`src/rtl/ct_pkg.sv`:
```
// Shared types and constants for the programmable modulo counter and its BCD splitter.
package ct_pkg;

  typedef logic [3:0] bcd_t;

  localparam bcd_t        BCD_BLANK = 4'hF;
  localparam int unsigned MIN_MOD   = 2;

  typedef enum logic {DIR_DN = 1'b0, DIR_UP = 1'b1} ct_dir_e;
  typedef enum logic {MODE_WRAP = 1'b0, MODE_SAT = 1'b1} ct_mode_e;

endpackage

```
`src/rtl/ct_bcd_split.sv`:
```
// Binary to tens/ones digits for the display; values above 99 show as blank on both digits.
module ct_bcd_split
  import ct_pkg::*;
#(
  parameter int unsigned W = 7
) (
  input  logic [W-1:0] bin_i,
  output bcd_t         tens_o,
  output bcd_t         ones_o
);

  logic [31:0] bin32;

  always_comb begin
    bin32  = 32'(bin_i);
    tens_o = BCD_BLANK;
    ones_o = BCD_BLANK;
    if (bin32 <= 32'd99) begin
      tens_o = bcd_t'(bin32 / 32'd10);
      ones_o = bcd_t'(bin32 % 32'd10);
    end
  end

endmodule

```
`src/rtl/ct_mod_prog.sv`:
```
// Programmable-modulus up/down counter with load, wrap/saturate, cascade carry and BCD outputs.
module ct_mod_prog
  import ct_pkg::*;
#(
  parameter int unsigned W = 7,
  parameter int unsigned N = 60
) (
  input  logic         clk,
  input  logic         rst,
  input  logic         en,
  input  logic         up,
  input  logic         sat,
  input  logic         ld,
  input  logic [W-1:0] ld_val,
  input  logic         mod_wr,
  input  logic [W-1:0] mod_val,
  output logic [W-1:0] ct_out,
  output logic [W-1:0] mod_q,
  output logic         z,
  output logic         cy,
  output logic         err,
  output bcd_t         bcd_tens,
  output bcd_t         bcd_ones
);

  localparam logic [W:0] NExt   = (W + 1)'(N);
  localparam logic [W:0] MinMod = (W + 1)'(MIN_MOD);
  localparam logic [W:0] One    = (W + 1)'(1);

  logic [W-1:0] ct_q, ct_d;
  logic [W-1:0] modulus_q, modulus_d;
  logic         err_q, err_d;

  logic [W:0] ct_ext, mod_ext, mod_val_ext, ld_ext, eff_mod;
  logic       mod_legal;
  ct_dir_e    dir;
  ct_mode_e   mode;

  always_comb begin
    dir         = ct_dir_e'(up);
    mode        = ct_mode_e'(sat);
    ct_ext      = {1'b0, ct_q};
    // A stored zero can only come from N == 2^W, so it stands for the full range.
    mod_ext     = (modulus_q == '0) ? {1'b1, {W{1'b0}}} : {1'b0, modulus_q};
    mod_val_ext = {1'b0, mod_val};
    ld_ext      = {1'b0, ld_val};
    mod_legal   = (mod_val_ext >= MinMod);
    eff_mod     = (mod_wr && mod_legal) ? mod_val_ext : mod_ext;
    z           = (dir == DIR_UP) ? (ct_ext == mod_ext - One) : (ct_ext == '0);
    cy          = en & z & (mode == MODE_WRAP) & ~ld & ~mod_wr & ~rst;
  end

  always_comb begin
    ct_d      = ct_q;
    modulus_d = modulus_q;
    err_d     = 1'b0;
    if (rst) begin
      ct_d      = '0;
      modulus_d = NExt[W-1:0];
    end else begin
      if (mod_wr) begin
        if (!mod_legal) begin
          err_d = 1'b1;
        end else begin
          modulus_d = mod_val;
          if (ct_ext >= mod_val_ext) ct_d = '0;
        end
      end
      if (ld) begin
        if (ld_ext < eff_mod) begin
          ct_d = ld_val;
        end else begin
          ct_d  = W'(eff_mod - One);
          err_d = 1'b1;
        end
      end else if (!mod_wr && en) begin
        if (dir == DIR_UP) begin
          if (!z)                     ct_d = W'(ct_ext + One);
          else if (mode == MODE_WRAP) ct_d = '0;
        end else begin
          if (!z)                     ct_d = W'(ct_ext - One);
          else if (mode == MODE_WRAP) ct_d = W'(mod_ext - One);
        end
      end
    end
  end

  always_ff @(posedge clk) begin
    ct_q      <= ct_d;
    modulus_q <= modulus_d;
    err_q     <= err_d;
  end

  assign ct_out = ct_q;
  assign mod_q  = modulus_q;
  assign err    = err_q;

  ct_bcd_split #(
    .W(W)
  ) u_bcd (
    .bin_i (ct_q),
    .tens_o(bcd_tens),
    .ones_o(bcd_ones)
  );

endmodule

```
`config.mk`:
```
export PLATFORM = sky130hd
export DESIGN_NAME = ct_mod_prog
export DESIGN_NICKNAME = d
export VERILOG_FILES = /design/src/rtl/ct_pkg.sv /design/src/rtl/ct_bcd_split.sv /design/src/rtl/ct_mod_prog.sv
export SDC_FILE = /design/constraint.sdc
export NUM_CORES = 1
export LEC_CHECK = 0
export CAP_MARGIN = 20
export CELL_PAD_IN_SITES_DETAIL_PLACEMENT = 0
export CELL_PAD_IN_SITES_GLOBAL_PLACEMENT = 1
export CORE_MARGIN = 4
export CORE_UTILIZATION = 40
export DETAILED_ROUTE_END_ITERATION = 10
export PLACE_DENSITY = 0.8
export SYNTH_ARGS = -nofsm -noshare
export SYNTH_HDL_FRONTEND = slang
export SYNTH_HIERARCHICAL = 1
export SYNTH_SLANG_ARGS = --single-unit
```
`constraint.sdc`:
```
create_clock -name clk -period 4.1 [get_ports clk]
set_input_delay 0.41 -clock clk [delete_from_list [all_inputs] [get_ports clk]]
set_output_delay 0.41 -clock clk [all_outputs]
set_load 0.005 [all_outputs]
```
==> reports/results.tsv, run 1 <==
stage	metric	value	unit
status	outcome	finished clean	
cts	clkSinkCount	15	
worst_setup_path	critPathRequiredTime	3690	ps
cts	cts_hold_buf	0	
floorplanning	start_util	0.421	
min_path	holdCritStartpoint	mod_q[1]$_SDFFE_PP0P_	
logic_synthesis	synth.most_common_cell	nand2_1	
placed_design	place_area	3190	sq um
drt	wl_per_cell	18.1	microns
drt	wl	8660	microns
layout	fill_cells	635	
logic_synthesis	async_flop_share	0	
drt	vias	2981	
layout	fin_area	3260	sq um
layout	antenna_cells	0	
sta	skew	4.90	ps
worst_setup_path	worstSetupPathType	reg -> out	
layout	syn_to_final_growth	19.4	%
cts	cts_root_buf	clkbuf_8	
power	power.share.switching	0.434	
cts	clk_latency	250	ps
logic_synthesis	ys_ff_latch	15	
min_path	hold_end	mod_q[1]$_SDFFE_PP0P_	
logic_synthesis	netlist_area	2730	sq um
global_route	grt_start_max_net_pins	29	
global_route	overflow	0	
placed_design	io_buffers	45	
drt	drc_errors	0	
power	cellLeakagePower	0.00132	uW
drt	ant_nets	0	
power	clock_power_share	0.140	
job	drv_cap	0	
min_path	holdPathStages	2	
placed_design	dp_hpwl	6550	microns
sta	slew_headroom	0.355	
layout	drive_gt1_frac	0.114	
logic_synthesis	synth_edf_count	0	
power	cellPowerDensity	270	nW/um^2
placed_design	place_ws	232	ps
sta	rsz0062_at_grt	no	
logic_synthesis	yosysWarnings	6	
power	seqPwrFrac	0.227	
placed_design	place_congestion	0.988	
power	p_sw	382	uW
sta	worstMarginPinSlew	966	ps
power	internal_power	498	uW
worst_setup_path	r2r-end	ct_out[0]$_SDFF_PP0_	
drt	drtPass1Iterations	5	
logic_synthesis	yosysTopAreaCell	dfxtp_1	
drt	drt-initial-drc-count	211	
logic_synthesis	ys_seq_area_frac	0.110	
logic_synthesis	ys_top_cells_by_count	29 x nand2_1, 27 x inv_1, 26 x nor2_1	
power	ir_drop	0.000145	V
floorplanning	fp-row-count	29	
sta	slew_violations	0	
sta	hold_viol	0	
sta	final.min_clock_period	3810	ps
sta	setup_viol	0	
logic_synthesis	syn_inst	367	
floorplanning	die_h	90.6	microns
drt	via_per_inst	6.22	
worst_setup_path	ff2ff_setup_slack	480	ps
floorplanning	core-area	6490	sq um
floorplanning	die_w	90.6	microns
layout	fin_nets	442	
logic_synthesis	synth.top_cell.area_share	0.110	
worst_setup_path	r2r-start	mod_q[1]$_SDFFE_PP0P_	
cts	cts_buffers	3	
sta	tns	0	ps
worst_setup_path	worstPathArrival	3400	ps
layout	final_core_util	0.502	
global_route	antenna_found_initial	0	
power	power_frac_comb	0.632	
floorplanning	io_pins	46	
floorplanning	die-area	8210	sq um
global_route	grt_pass1_vias	2675	
min_path	hold_class	reg -> reg	
worst_setup_path	endpoint_kind	output port	
cts	cts_tree	done	
global_route	grt_pass1_wl	14100	microns
worst_setup_path	critPathLaunchType	flop	
logic_synthesis	synth.distinct_cells	82	
cts	path_clk_slew	70	ps
global_route	grtUsageTotal	0.206	
logic_synthesis	synth_nets	406	
worst_setup_path	r2r_cells	13	
sta	setup_slack	292	ps
cts	clockBufferDepth	2	
worst_setup_path	cp_max_fo	9	
logic_synthesis	synthFlopType	dfxtp_1	
sta	fin_crit_sh	0.929	
sta	fmax	0.263	GHz
logic_synthesis	ys_top_cells_by_area	dfxtp_1 11%, ha_1 8.2%, nand2_1 4.0%, inv_1 3.7%, nor2_1 3.6%	
logic_synthesis	syn_area_per_cell	7.44	sq um
cts	cts_htree_levels	1	
-- area by class of cell --
type | count | area, sq um | share of cell area
clock buffers | 3 | 41.3 | 0.0127
clock inverters | 1 | 5.00 | 0.00153
inverters | 28 | 105 | 0.0322
multi-input cells | 296 | 2160 | 0.662
flip-flops and latches | 15 | 300 | 0.0921
well taps | 77 | 96.3 | 0.0295
repair buffers | 59 | 556 | 0.170
-- kinds of logic after synthesis --
family	synth area share
AND/OR/NAND/NOR	0.257
AO/OA/AOI/OAI	0.360
buffers and inverters	0.103
adder cells (fa/ha/maj)	0.0866
flip-flops	0.110
XOR/XNOR	0.0385
multiplexers	0.0458
-- layout by cell type (no fill, tap or decap), drive strengths merged, types with 3 or more instances in the layout --
cell type and n:
a31oi 10, and2 4, clkdlybuf4s50 45, a211o 5, xnor2 6, ha 18, xor2 6, a32oi 4
inv 28, clkbuf 3, a311oi 3, nand4 7, a22oi 4, or4 3, o211ai 4, a21o 6
a221oi 3, o211a 3, dfxtp 15, nor2b 4, a211oi 5, or2 3, nor3 13, a2111oi 3
nand3 10, buf 14, nand2b 10, o21ai 20, o22ai 3, o21a 3, nor2 26, nand2 29
a21oi 21, mux2i 8, mux2 4, nor4 7, o32ai 3, nor3b 3
-- worst max-delay path by stage --
stage	slack, ps	endpoint	startpoint	cells past startpoint
final	290	cy	mod_q[1]$_SDFFE_PP0P_	10
after global routing	40	cy	mod_q[1]$_SDFFE_PP0P_	9
after CTS	100	cy	mod_q[1]$_SDFFE_PP0P_	10
after detailed placement	230	cy	mod_q[1]$_SDFFE_PP0P_	9
after global placement	270	cy	mod_q[1]$_SDFFE_PP0P_	9
after floorplan	900	ct_out[0]$_SDFF_PP0_	mod_q[0]$_SDFFE_PP0P_	13
-- metal layers --
metal / GRT usage / wire (microns) / up-vias
li1: - / - / 1461
met1: 0.304 / 4130 / 1401
met2: 0.319 / 3880 / 109
met3: 0.0292 / 567 / 10
met4: 0.0332 / 82 / 0
met5: 0 / 0 / -
-- metrics by stage --
step	hold WS, ps	total power, uW	std cells
after CTS	680	877	478
after floorplan	573	569	367
after global routing	727	940	479
after global placement	678	750	473
final	679	879	479
after detailed placement	671	753	473
-- state kept, by name (all words and copies together) (netlist names) --
signal	cells
ct_out	7
err	1
mod_q	7
-- what timing repair did --
action | in CTS | in global routing
pin swaps | 0 | 1
endpoints found under the setup margin | 1 | 1
buffers inserted | 1 | 1
gates resized for setup | 0 | 2
-- power by group through the flow --
stage,combinational (uW),sequential [uW],clock [uW]
floorplan,388,181,0
global placement,548,203,0
detailed placement,550,203,0
CTS,553,200,125
global route,608,203,129
finish,556,200,123
-- critical path: stages (launching register included) --
cell and delay, ps:
dfxtp_1 470, inv_1 70, ha_1 280, nor3b_4 220
buf_4 190, nand2_1 210, a21oi_1 180, a221oi_4 450
a31oi_4 230, nor4_2 300, clkdlybuf4s50_1 540
(Power assumes the default switching activity.)
==> run 2: changes to the inputs <==
- CORE_MARGIN: 4 -> 2
==> reports/results.tsv, run 2 (synthesis gave the netlist of run 1 again) <==
stage	metric	value	unit	change
cts	cts_resized	0		unchanged
min_path	holdCritStartpoint	mod_q[1]$_SDFFE_PP0P_		unchanged
global_route	grt_pass1_vias	2678		was 2675
drt	vias	3009		was 2981
worst_setup_path	path_cells	or2_2 > ha_1 > and2b_1 > nor3_1 > o32ai_1 > o2111ai_1 > a21oi_4 > nor4_1 > a311oi_1 > clkdlybuf4s50_1		was inv_1 > ha_1 > nor3b_4 > buf_4 > nand2_1 > a21oi_1 > a221oi_4 > a31oi_4 > nor4_2 > clkdlybuf4s50_1
worst_setup_path	worstPathArrival	3400	ps	about the same
worst_setup_path	critPathRequiredTime	3690	ps	about the same
sta	rsz0062_at_grt	no		unchanged
layout	fin_area	3280	sq um	was 3260 sq um
global_route	overflow	0		unchanged
floorplanning	start_util	0.409		was 0.421
worst_setup_path	endpoint_kind	output port		unchanged
worst_setup_path	critPathLaunchType	flop		unchanged
cts	cts_root_buf	clkbuf_8		unchanged
cts	cts_buffers	3		unchanged
drt	drtPass1Iterations	5		unchanged
power	cellPowerDensity	270	nW/um^2	about the same
sta	hold_viol	0		unchanged
sta	slew_violations	0		unchanged
worst_setup_path	cp.buffers_inverters	1		was 3
cts	clkSinkCount	15		unchanged
placed_design	place_area	3210	sq um	was 3190 sq um
cts	path_clk_slew	70	ps	about the same
cts	cts_hold_buf	0		unchanged
global_route	antenna_found_initial	0		unchanged
cts	cts_tree	done		unchanged
layout	antenna_cells	0		unchanged
global_route	grtUsageTotal	0.236		was 0.206
placed_design	dp_hpwl	6760	microns	was 6550 microns
global_route	use_met3	0.0276		was 0.0292
global_route	grt_start_max_net_pins	29		unchanged
sta	fmax	0.262	GHz	was 0.263 GHz
drt	drc_errors	0		unchanged
global_route	grt_pass1_wl	14100	microns	unchanged
worst_setup_path	critPathTopFamily	compound AO/OA/AOI/OAI gates		unchanged
sta	slew_headroom	0.454		was 0.355
global_route	grt-busiest-layer	met2		unchanged
worst_setup_path	slowest_stage	clkdlybuf4s50_1		unchanged
layout	fill_cells	690		was 635
drt	via_per_inst	6.20		was 6.22
floorplanning	fp-row-count	30		was 29
cts	clk_latency	250	ps	about the same
drt	wl	8870	microns	was 8660 microns
worst_setup_path	cp_max_fo	6		was 9
sta	final.min_clock_period	3810	ps	about the same
power	cellLeakagePower	0.00133	uW	was 0.00132 uW
layout	syn_to_final_growth	20.0	%	was 19.4%
floorplanning	die_h	86.6	microns	was 90.6 microns
min_path	hold_class	reg -> reg		unchanged
layout	drive_gt1_frac	0.114		about the same
drt	drt-initial-drc-count	222		was 211
placed_design	io_buffers	45		unchanged
floorplanning	die-area	7510	sq um	was 8210 sq um
placed_design	place_congestion	0.898		was 0.988
cts	cts_htree_levels	1		unchanged
drt	ant_nets	0		unchanged
cts	cts_setup_buffers	0		was 1
power	ir_drop	0.000187	V	was 0.000145 V
floorplanning	core-area	6680	sq um	was 6490 sq um
layout	layout_commonest_cell	clkdlybuf4s50_1		unchanged
worst_setup_path	r2r-start	mod_q[1]$_SDFFE_PP0P_		unchanged
worst_setup_path	startpoint	ct_out[5]$_SDFF_PP0_		was mod_q[1]$_SDFFE_PP0P_
global_route	gr-usage-met2	0.381		was 0.319
floorplanning	die_w	86.6	microns	was 90.6 microns
sta	worst_hold_slack	676	ps	was 679 ps
sta	fin_crit_sh	0.930		was 0.929
job	drv_cap	0		unchanged
sta	tns	0	ps	unchanged
sta	worstMarginPinSlew	817	ps	was 966 ps
floorplanning	io_pins	46		unchanged
drt	wl_per_cell	18.3	microns	was 18.1 microns
sta	skew	6.49	ps	was 4.90 ps
worst_setup_path	max_stage_delay	550	ps	was 540 ps
layout	fin_nets	445		was 442
status	outcome	finished clean		unchanged
sta	setup_viol	0		unchanged
layout	layout_common_cells	45 x clkdlybuf4s50_1, 29 x nand2_1, 27 x inv_1, 26 x nor2_1, 19 x a21oi_1		unchanged
cts	clockBufferDepth	2		unchanged
global_route	use_met1	0.339		was 0.304
worst_setup_path	worstSetupPathType	reg -> out		unchanged
[run 2: final timing paths]
check                           to  slack [ps]  depth (start not counted)
min reg2reg  mod_q[1]$_SDFFE_PP0P_         680                          2
max                    bcd_ones[3]         290                         10
max reg2reg   ct_out[0]$_SDFF_PP0_         640                         13
min          mod_q[1]$_SDFFE_PP0P_         680                          2
[run 2: area by class of cell]
class	count	area (sq um)	share of cell area
multi-input combinational	296	2150	0.656
timing repair buffer	62	578	0.176
sequential	15	300	0.0916
inverter	28	105	0.0321
tap	80	100	0.0305
clock buffer	4	45.0	0.0137
[run 2: power breakdown]
group          internal, uW  leakage, uW  switching (uW)  total, uW
clock network          69.0    0.0000228            56.6        126
logic                   271      0.00118             290        561
registers               160     0.000124            39.4        199
[run 2: worst reg2reg max path: cells and delay by family, from the launching register on]
family          cells  cell delay, ps
mux                 1             150
buf+inv             2             280
simple gates        3             640
flops               1             380
compound gates      5            1440
fa+ha+maj           2             490
[run 2: per-stage QoR]
| step | power, uW | utilization | worst slack (ps) | instances |
|---|---|---|---|---|
| final | 886 | 0.491 | 286 | 485 |
| after global routing | 953 | 0.491 | 129 | 485 |
| after CTS | 882 | 0.487 | 167 | 482 |
| after detailed placement | 758 | 0.481 | 216 | 478 |
| after global placement | 752 | 0.481 | 322 | 478 |
| after floorplan | 569 | - | 898 | 367 |
[run 2: layer usage]
metal | vias to the layer above | part of all wire
met5 | - | 0
met4 | 0 | 0.010
met3 | 9 | 0.050
met2 | 97 | 0.47
met1 | 1440 | 0.47
li1 | 1463 | -
==> run 3: changes to the inputs <==
- CTS_CLUSTER_DIAMETER: not set -> 200
==> results of run 3 <==
No change in the layout: final DEF, timing and power equal those of run 2.
